File: config.mk
export PLATFORM = sky130hd
export DESIGN_NAME = uart_word_rx
export DESIGN_NICKNAME = d
export VERILOG_FILES = /design/src/rtl/uart_word_rx.sv
export SDC_FILE = /design/constraint.sdc
export NUM_CORES = 1
export LEC_CHECK = 0
export BUFFER_PORTS_ARGS = -buffer_cell sky130_fd_sc_hd__buf_2
export CAP_MARGIN = 20
export CORE_MARGIN = 1
export CORE_UTILIZATION = 50
export CTS_BUF_LIST = sky130_fd_sc_hd__clkbuf_4 sky130_fd_sc_hd__clkbuf_8
export DETAILED_ROUTE_END_ITERATION = 7
export PLACE_DENSITY_LB_ADDON = 0.1
export SETUP_SLACK_MARGIN = 0.02
export SLEW_MARGIN = 20
export SYNTH_ARGS = -nofsm -noshare
export SYNTH_HDL_FRONTEND = slang
export SYNTH_SLANG_ARGS = --single-unit
File: constraint.sdc
create_clock -name clock -period 3 [get_ports clock]
set_input_delay 0.3 -clock clock [delete_from_list [all_inputs] [get_ports clock]]
set_output_delay 0.3 -clock clock [all_outputs]
set_load 0.01 [all_outputs]
File: src/rtl/uart_word_rx.sv
// UART receiver that assembles WORD_SIZE/WORD_PART frames, MSB byte first, into one word
// behind a valid/ready output register, with frame-error, overflow and idle-timeout pulses.
module uart_word_rx #(
  parameter int unsigned WORD_SIZE    = 32,
  parameter int unsigned WORD_PART    = 8,
  parameter int unsigned CLK_FREQ     = 200_000_000,
  parameter int unsigned BAUD_RATE    = 115200,
  parameter int unsigned TIMEOUT_BITS = 40
) (
  input  logic                 clock,
  input  logic                 reset,
  input  logic                 sig_in,
  output logic [WORD_SIZE-1:0] data_out,
  output logic                 valid_out,
  input  logic                 ready_in,
  output logic                 frame_err,
  output logic                 overflow,
  output logic                 timeout,
  output logic                 busy
);

  localparam int unsigned CLKS_PER_BIT = CLK_FREQ / BAUD_RATE;
  localparam int unsigned HALF_BIT     = CLKS_PER_BIT / 2;
  localparam int unsigned CNT_W        = $clog2(CLKS_PER_BIT + 1);
  localparam int unsigned NBYTES       = WORD_SIZE / WORD_PART;
  localparam int unsigned BYTE_W       = (NBYTES > 1) ? $clog2(NBYTES) : 1;
  localparam int unsigned BIT_W        = $clog2(WORD_PART + 1);
  localparam int unsigned TO_CYCLES    = TIMEOUT_BITS * CLKS_PER_BIT;
  localparam int unsigned TO_W         = $clog2(TO_CYCLES + 1);

  typedef enum logic [1:0] {S_IDLE, S_START, S_DATA, S_STOP} state_t;

  state_t                 state_q, state_d;
  logic                   sync1_q, sync1_d, sync2_q, sync2_d;
  logic [1:0]             warm_q, warm_d;
  logic                   line_high_q, line_high_d;
  logic [CNT_W-1:0]       clk_cnt_q, clk_cnt_d;
  logic [BIT_W-1:0]       bit_idx_q, bit_idx_d;
  logic [WORD_PART-1:0]   shift_q, shift_d;
  logic [WORD_SIZE-1:0]   word_q, word_d;
  logic [BYTE_W-1:0]      byte_cnt_q, byte_cnt_d;
  logic [TO_W-1:0]        idle_cnt_q, idle_cnt_d;
  logic [WORD_SIZE-1:0]   data_q, data_d;
  logic                   valid_q, valid_d;
  logic                   frame_err_q, frame_err_d;
  logic                   overflow_q, overflow_d;
  logic                   timeout_q, timeout_d;
  logic                   busy_q, busy_d;
  logic                   fall_c;

  // Falling edge only counts once the synchronizer holds real line samples and the line was high
  assign fall_c = line_high_q & ~sync2_q;

  always_comb begin
    state_d     = state_q;
    sync1_d     = sig_in;
    sync2_d     = sync1_q;
    warm_d      = {warm_q[0], 1'b1};
    line_high_d = warm_q[1] & sync2_q;
    clk_cnt_d   = clk_cnt_q;
    bit_idx_d   = bit_idx_q;
    shift_d     = shift_q;
    word_d      = word_q;
    byte_cnt_d  = byte_cnt_q;
    idle_cnt_d  = '0;
    data_d      = data_q;
    valid_d     = valid_q;
    frame_err_d = 1'b0;
    overflow_d  = 1'b0;
    timeout_d   = 1'b0;

    if (valid_q && ready_in) valid_d = 1'b0;

    case (state_q)
      S_IDLE: begin
        if (fall_c) begin
          state_d   = S_START;
          clk_cnt_d = CNT_W'(HALF_BIT - 1);
        end else if (byte_cnt_q != '0) begin
          if (idle_cnt_q == TO_W'(TO_CYCLES - 1)) begin
            timeout_d  = 1'b1;
            byte_cnt_d = '0;
          end else begin
            idle_cnt_d = idle_cnt_q + TO_W'(1);
          end
        end
      end
      S_START: begin
        if (clk_cnt_q == '0) begin
          if (!sync2_q) begin
            state_d   = S_DATA;
            clk_cnt_d = CNT_W'(CLKS_PER_BIT - 1);
            bit_idx_d = '0;
          end else begin
            state_d = S_IDLE;
          end
        end else begin
          clk_cnt_d = clk_cnt_q - CNT_W'(1);
        end
      end
      S_DATA: begin
        if (clk_cnt_q == '0) begin
          shift_d   = {sync2_q, shift_q[WORD_PART-1:1]};
          clk_cnt_d = CNT_W'(CLKS_PER_BIT - 1);
          if (bit_idx_q == BIT_W'(WORD_PART - 1)) state_d = S_STOP;
          else bit_idx_d = bit_idx_q + BIT_W'(1);
        end else begin
          clk_cnt_d = clk_cnt_q - CNT_W'(1);
        end
      end
      S_STOP: begin
        if (clk_cnt_q == '0) begin
          state_d = S_IDLE;
          if (sync2_q) begin
            word_d = (word_q << WORD_PART) | WORD_SIZE'(shift_q);
            if (byte_cnt_q == BYTE_W'(NBYTES - 1)) begin
              byte_cnt_d = '0;
              if (!valid_q || ready_in) begin
                data_d  = word_d;
                valid_d = 1'b1;
              end else begin
                overflow_d = 1'b1;
              end
            end else begin
              byte_cnt_d = byte_cnt_q + BYTE_W'(1);
            end
          end else begin
            frame_err_d = 1'b1;
            byte_cnt_d  = '0;
          end
        end else begin
          clk_cnt_d = clk_cnt_q - CNT_W'(1);
        end
      end
      default: state_d = S_IDLE;
    endcase

    busy_d = (state_d != S_IDLE) || (byte_cnt_d != '0);
  end

  always_ff @(posedge clock or posedge reset) begin
    if (reset) begin
      state_q     <= S_IDLE;
      sync1_q     <= 1'b1;
      sync2_q     <= 1'b1;
      warm_q      <= '0;
      line_high_q <= 1'b0;
      clk_cnt_q   <= '0;
      bit_idx_q   <= '0;
      shift_q     <= '0;
      word_q      <= '0;
      byte_cnt_q  <= '0;
      idle_cnt_q  <= '0;
      data_q      <= '0;
      valid_q     <= 1'b0;
      frame_err_q <= 1'b0;
      overflow_q  <= 1'b0;
      timeout_q   <= 1'b0;
      busy_q      <= 1'b0;
    end else begin
      state_q     <= state_d;
      sync1_q     <= sync1_d;
      sync2_q     <= sync2_d;
      warm_q      <= warm_d;
      line_high_q <= line_high_d;
      clk_cnt_q   <= clk_cnt_d;
      bit_idx_q   <= bit_idx_d;
      shift_q     <= shift_d;
      word_q      <= word_d;
      byte_cnt_q  <= byte_cnt_d;
      idle_cnt_q  <= idle_cnt_d;
      data_q      <= data_d;
      valid_q     <= valid_d;
      frame_err_q <= frame_err_d;
      overflow_q  <= overflow_d;
      timeout_q   <= timeout_d;
      busy_q      <= busy_d;
    end
  end

  assign data_out  = data_q;
  assign valid_out = valid_q;
  assign frame_err = frame_err_q;
  assign overflow  = overflow_q;
  assign timeout   = timeout_q;
  assign busy      = busy_q;

endmodule

* Word-level counts from Yosys, hierarchy flattened
Cells that the tools add are included.
** Storage, ports and cells
- Bits in read-only memories :: 0
- Latch bits :: 0
- Flip-flop bits (word level) :: 110
- Memories :: 0
- Bits of input ports :: 4
- Logic and storage cells :: 100
- Memory bits (writable) :: 0
** Operators by class
- Shift-type cells :: 0
- Div/mod/pow operators :: 0
- Muxes and demuxes :: 47
- Magnitude comparators :: 0
- Bitwise gates (word level) :: 4
- Reduce and logical (&&, ||, !) cells :: 15
- Multipliers :: 0
- Eq/ne operators :: 13
- $add $sub $neg :: 4
** Operator list (count)
- 17-bit two-way mux :: 4
- 11-bit two-way mux :: 5
- 11-bit case mux with 4 select lines :: 1
- 32-bit by 8-bit OR with 32-bit output :: 1
- 2-bit two-way mux :: 12
- 1-bit two-way mux :: 18
- 17-bit by 1-bit adder with 17-bit output (second input constant) :: 1
- 17-bit == test (second input constant) :: 1
- 4-bit two-way mux :: 4
- 2-bit inequality test (second input constant) :: 6
- 11-bit zero test :: 1
- 11-bit by 1-bit subtractor with 11-bit output (second input constant) :: 1
- 5-bit AND reduction :: 2
- 2-bit case mux with 4 select lines :: 1
- 4-bit case mux with 2 select lines :: 1
- 2-bit nonzero test :: 4
- 2-bit == test (second input constant) :: 3
- 3-bit AND reduction :: 2
- 4-bit by 1-bit adder with 4-bit output (second input constant) :: 1
- 4-bit by 3-bit == test with 1-bit output (second input constant) :: 1
- 2-bit case mux with 2 select lines :: 1
- 3-bit inequality test (second input constant) :: 1
- 2-bit by 1-bit adder with 2-bit output (second input constant) :: 1
- 1-bit bitwise AND :: 2
- 7 further kinds :: 8

* Longest topological paths before layout
- Depth in word-level cells :: 7
- Gate-level depth with buffers :: 9
- Mapped depth without buffers :: 7

* Least setup slack after synthesis
OpenSTA, ideal clock, no wires.
- Kind :: reg2reg
- From :: register clk_cnt_q[0]
- To :: register data_q[0], in the netlist data_out[0]
- Data required time :: 2872 ps
- Setup slack :: 937 ps
- Arrival time :: 1936 ps
- Buffers on the path :: 2
- Stages on the path, launching flop included :: 10
- Path through :: dfrtp_1 -> inv_1 -> ha_1 -> nor4b_2 -> and3_1 -> nand4_1 -> nor2b_1 -> buf_2 -> buf_4 -> mux2_1
** On the way
- Word-level cells in the longest chain between the ends :: 2
** RTL lines
- from (decl) :: RTL line 37 : logic [CNT_W-1:0] clk_cnt_q, clk_cnt_d;
- from (signal assigned) :: RTL line 166 : clk_cnt_q <= clk_cnt_d;
- 11-bit zero test :: RTL line 112 : if (clk_cnt_q == '0) begin
- 5-bit AND reduction (no line)
- to (signal assigned) :: RTL line 172 : data_q <= data_d;
- to (decl) :: RTL line 43 : logic [WORD_SIZE-1:0] data_q, data_d;
Every way passes these cells.
A chain may end at the register's enable or synchronous reset.

* Final worst setup path
- From :: register clk_cnt_q[0]
- To :: register data_q[24], in the netlist data_out[24]
Same word-level chain as after synthesis.

==> flow_metrics.tcl <==
set metrics [dict create \
    routabilityCongestion 0.796 \
    tightest_slew_ns 0.783 \
    cap_violations 0 \
    max_stage_delay_ns 0.50 \
    postCtsSetupRepairBufs 0 \
    internal_power_w 0.00236 \
    synthArstFlopShare 1.00 \
    worstPathCellList "inv_1, ha_1, nor4b_2, and3_1, nand4_1, nor2b_2, buf_12, mux2_1" \
    drc 0 \
    dr_total_vias 3014 \
    setup_viol 0 \
    detailed_place_hpwl_microns 5770 \
    worstHoldPathType "input pin to flop" \
    coreArea_sq_mm 0.00928 \
    slowest_stage "and3_1" \
    drt-wirelength-per-cell_microns 14.9 \
    power_w 0.00349 \
    r2r-start "clk_cnt_q[0]" \
    layout_min_cycle_time_ns 2.59 \
    wirelength_microns 8400 \
    switching_share 0.323 \
    worstHoldStart "sig_in" \
    nets 445 \
    start_util 0.518 \
    hold_end "sync1_q" \
    grt_antenna_before_repair 0 \
    drt_first_pass_iters 5 \
    grt_pass1_wl_microns 14700 \
    synth-main-ff-cell "dfrtp_1" \
    rsz0062_at_grt "false" \
    start_kind "flop" \
    synth-edff-count 0 \
    dieArea_sq_mm 0.0100 \
    io_buffer_count 40 \
    cts_buffers 9 \
    maxSlewViolCount 0 \
    outcome "complete, no violations" \
    reg2reg_depth 8 \
    die_h_microns 100 \
    p_switching_w 0.00113 \
    insertion_delay_ns 0.36 \
    power_density_mw_per_mm2 654 \
    drive_gt1_frac 0.175 \
    clk_pin_slew_worst_paths_ns 0.10 \
    cts_tree "built" \
    pwr-share-seq 0.494 \
    min_path_cells 1 \
    ios 41 \
    relSlewSlack 0.477 \
    synth_area_per_cell_sq_um 12.3 \
    whs_ns 0.0280 \
    finalCritPeriodShare 0.865 \
    syn_inst 391 \
    ctsResizeCount 0 \
    hold_viol 0 \
    clockPowerShare 0.243 \
    path_max_fanout 32 \
    reg2reg_slack_ns 0.41 \
    p_leak_nw 2.68 \
    diodes 0 \
    worstPathRequired_ns 3.24 \
    cts_root_buf "clkbuf_8" \
    rr_endpoint "data_out[24]" \
    grt_pass1_vias 3005 \
    overflow 0 \
    ir_drop_mv 0.356 \
    rows 35 \
    netlist_area_sq_mm 0.00481 \
    cts_buffer_depth 2 \
    ys_seq_elements 110 \
    clock-sinks 110 \
    power_frac_comb 0.263 \
    viasPerCell 5.35 \
    utilization 0.575 \
    cts_hold_buf 0 \
    worstSetupPathType "flop to flop" \
    critical-path-top-delay-family "simple AND/OR/NAND/NOR gates" \
    synthesis.nets 405 \
    ant_nets 0 \
    end_kind "flop" \
    placed_area_sq_mm 0.00515 \
    fmax_mhz 386 \
    fin_skew_ns 0.0120 \
    seq_area_frac_synth 0.572 \
    cp_num_buf_inv 2 \
    yosysWarnings 0 \
    syn_to_final_growth_pct 10.8 \
    stdcell_area_sq_mm 0.00534 \
    grt_use_total 0.188 \
    grt_max_degree 77 \
    worst-endpoint-arrival_ns 2.84 \
    htree_levels 3 \
    die_x_microns 100 \
    synth.distinct_cells 58 \
    fin_setup_tns_ns 0 \
    drt_iter0_drc 111 \
]
==> sequential cells by signal, indices dropped and copies added, names as in the netlist <==
name and cells:
clk_cnt_q 11, line_high_q 1, shift_q 8, sync1_q 1, byte_cnt_q 2, timeout 1
busy 1, frame_err 1, idle_cnt_q 17, valid_out 1, data_out 32, state_q 2
overflow 1, sync2_q 1, bit_idx_q 4, warm_q 2, word_q 24
==> cells in the final DEF (no fill, tap or decap), types with 3 or more instances in the layout <==
| cell | instances |
|---|---|
| buf_2 | 40 |
| nor2_1 | 33 |
| o21ai_1 | 7 |
| a21oi_1 | 11 |
| or3_1 | 3 |
| mux2_1 | 56 |
| and3_1 | 5 |
| a32o_1 | 3 |
| xor2_1 | 9 |
| inv_1 | 12 |
| nand3_1 | 11 |
| nand4_1 | 5 |
| mux2_2 | 8 |
| clkbuf_8 | 9 |
| o22a_1 | 3 |
| nand2b_1 | 4 |
| and2_1 | 4 |
| nand2_1 | 21 |
| ha_1 | 10 |
| xnor2_1 | 6 |
| nor4_1 | 4 |
| o21ai_0 | 4 |
| dfrtp_1 | 108 |
| nor3_1 | 8 |
==> final cells by class <==
type                       count  area [sq um]
tap                          129           161
timing repair buffer          43           248
multi-input combinational    254          1940
clock inverter                 4          48.8
fill                         810          3950
sequential                   110          2760
clock buffer                  10           131
inverter                      13          52.6
==> metal layers <==
metal	vias to the layer above	share of wire	GRT usage
li1	1455	-	-
met1	1504	0.52	0.274
met2	50	0.44	0.280
met3	5	0.036	0.0522
met4	0	0.0065	0.0457
met5	-	0	0
==> power groups by stage <==
stage,Combinational (W),Clock [W],Sequential [W]
after floorplan,0.000715,0,0.00173
after global placement,0.000886,0,0.00175
after detailed placement,0.000918,0,0.00175
after CTS,0.000920,0.000882,0.00173
after global routing,0.00103,0.000930,0.00174
final,0.000918,0.000847,0.00173
==> logic make-up (layout without fill, tap and decap cells) <==
kind of cell | count (synthesis) | in the layout | share of synthesized area
adders and majority gates | 10 | 10 | 0.0260
buffers and inverters | 27 | 70 | 0.0255
and+or+nand+nor | 117 | 117 | 0.132
AOI/OAI and AO/OA | 47 | 47 | 0.0668
other | 1 | 1 | 0.000779
DFF | 110 | 110 | 0.572
xor gates and xnor gates | 15 | 15 | 0.0273
muxes | 64 | 64 | 0.150
==> worst register-to-register path: stages (launching register included) <==
cell and delay, ns:
dfrtp_1 0.43, inv_1 0.10, ha_1 0.14, nor4b_2 0.26, and3_1 0.51, nand4_1 0.25
nor2b_2 0.21, buf_12 0.23, mux2_1 0.37
==> cell usage after synthesis (3+ instances only) <==
library cell / n / area [sq um]
nand2_1: 21 / 78.8
ha_1: 10 / 125
buf_4: 4 / 30.0
nand4_1: 5 / 31.3
nand2b_1: 4 / 25.0
inv_1: 13 / 48.8
nor2_1: 33 / 124
nor2b_1: 3 / 18.8
nor4_1: 4 / 25.0
mux2_2: 8 / 90.1
and2_1: 4 / 25.0
clkbuf_1: 5 / 18.8
dfrtp_1: 108 / 2700
and3_1: 5 / 31.3
nand3_1: 11 / 55.1
o21ai_1: 7 / 35.0
mux2_1: 56 / 631
nor3_1: 8 / 40.0
o22a_1: 3 / 26.3
xnor2_1: 6 / 52.6
or3_1: 3 / 18.8
a32o_1: 3 / 30.0
o21ai_0: 4 / 20.0
a21oi_1: 11 / 55.1
buf_2: 5 / 25.0
xor2_1: 9 / 78.8
==> worst max path at each step <==
stage	from	to	slack, ns	cells after the start
6_report	clk_cnt_q[0]	data_out[24]	0.41	8
5_1_grt	clk_cnt_q[0]	data_out[13]	0.19	8
4_1_cts	clk_cnt_q[0]	data_out[12]	0.41	8
3_5_place_dp	clk_cnt_q[0]	data_out[31]	0.43	8
3_3_place_gp	clk_cnt_q[0]	data_out[3]	0.54	8
2_1_floorplan	clk_cnt_q[0]	data_out[0]	0.94	9
==> per-stage QoR <==
step                instances  setup slack (ns)
finish                    563             0.406
detailed placement        549             0.428
CTS                       563             0.411
global route              563             0.192
floorplan                 391             0.937
global placement          549             0.542
No activity file was read; power rests on OpenSTA's default activity.
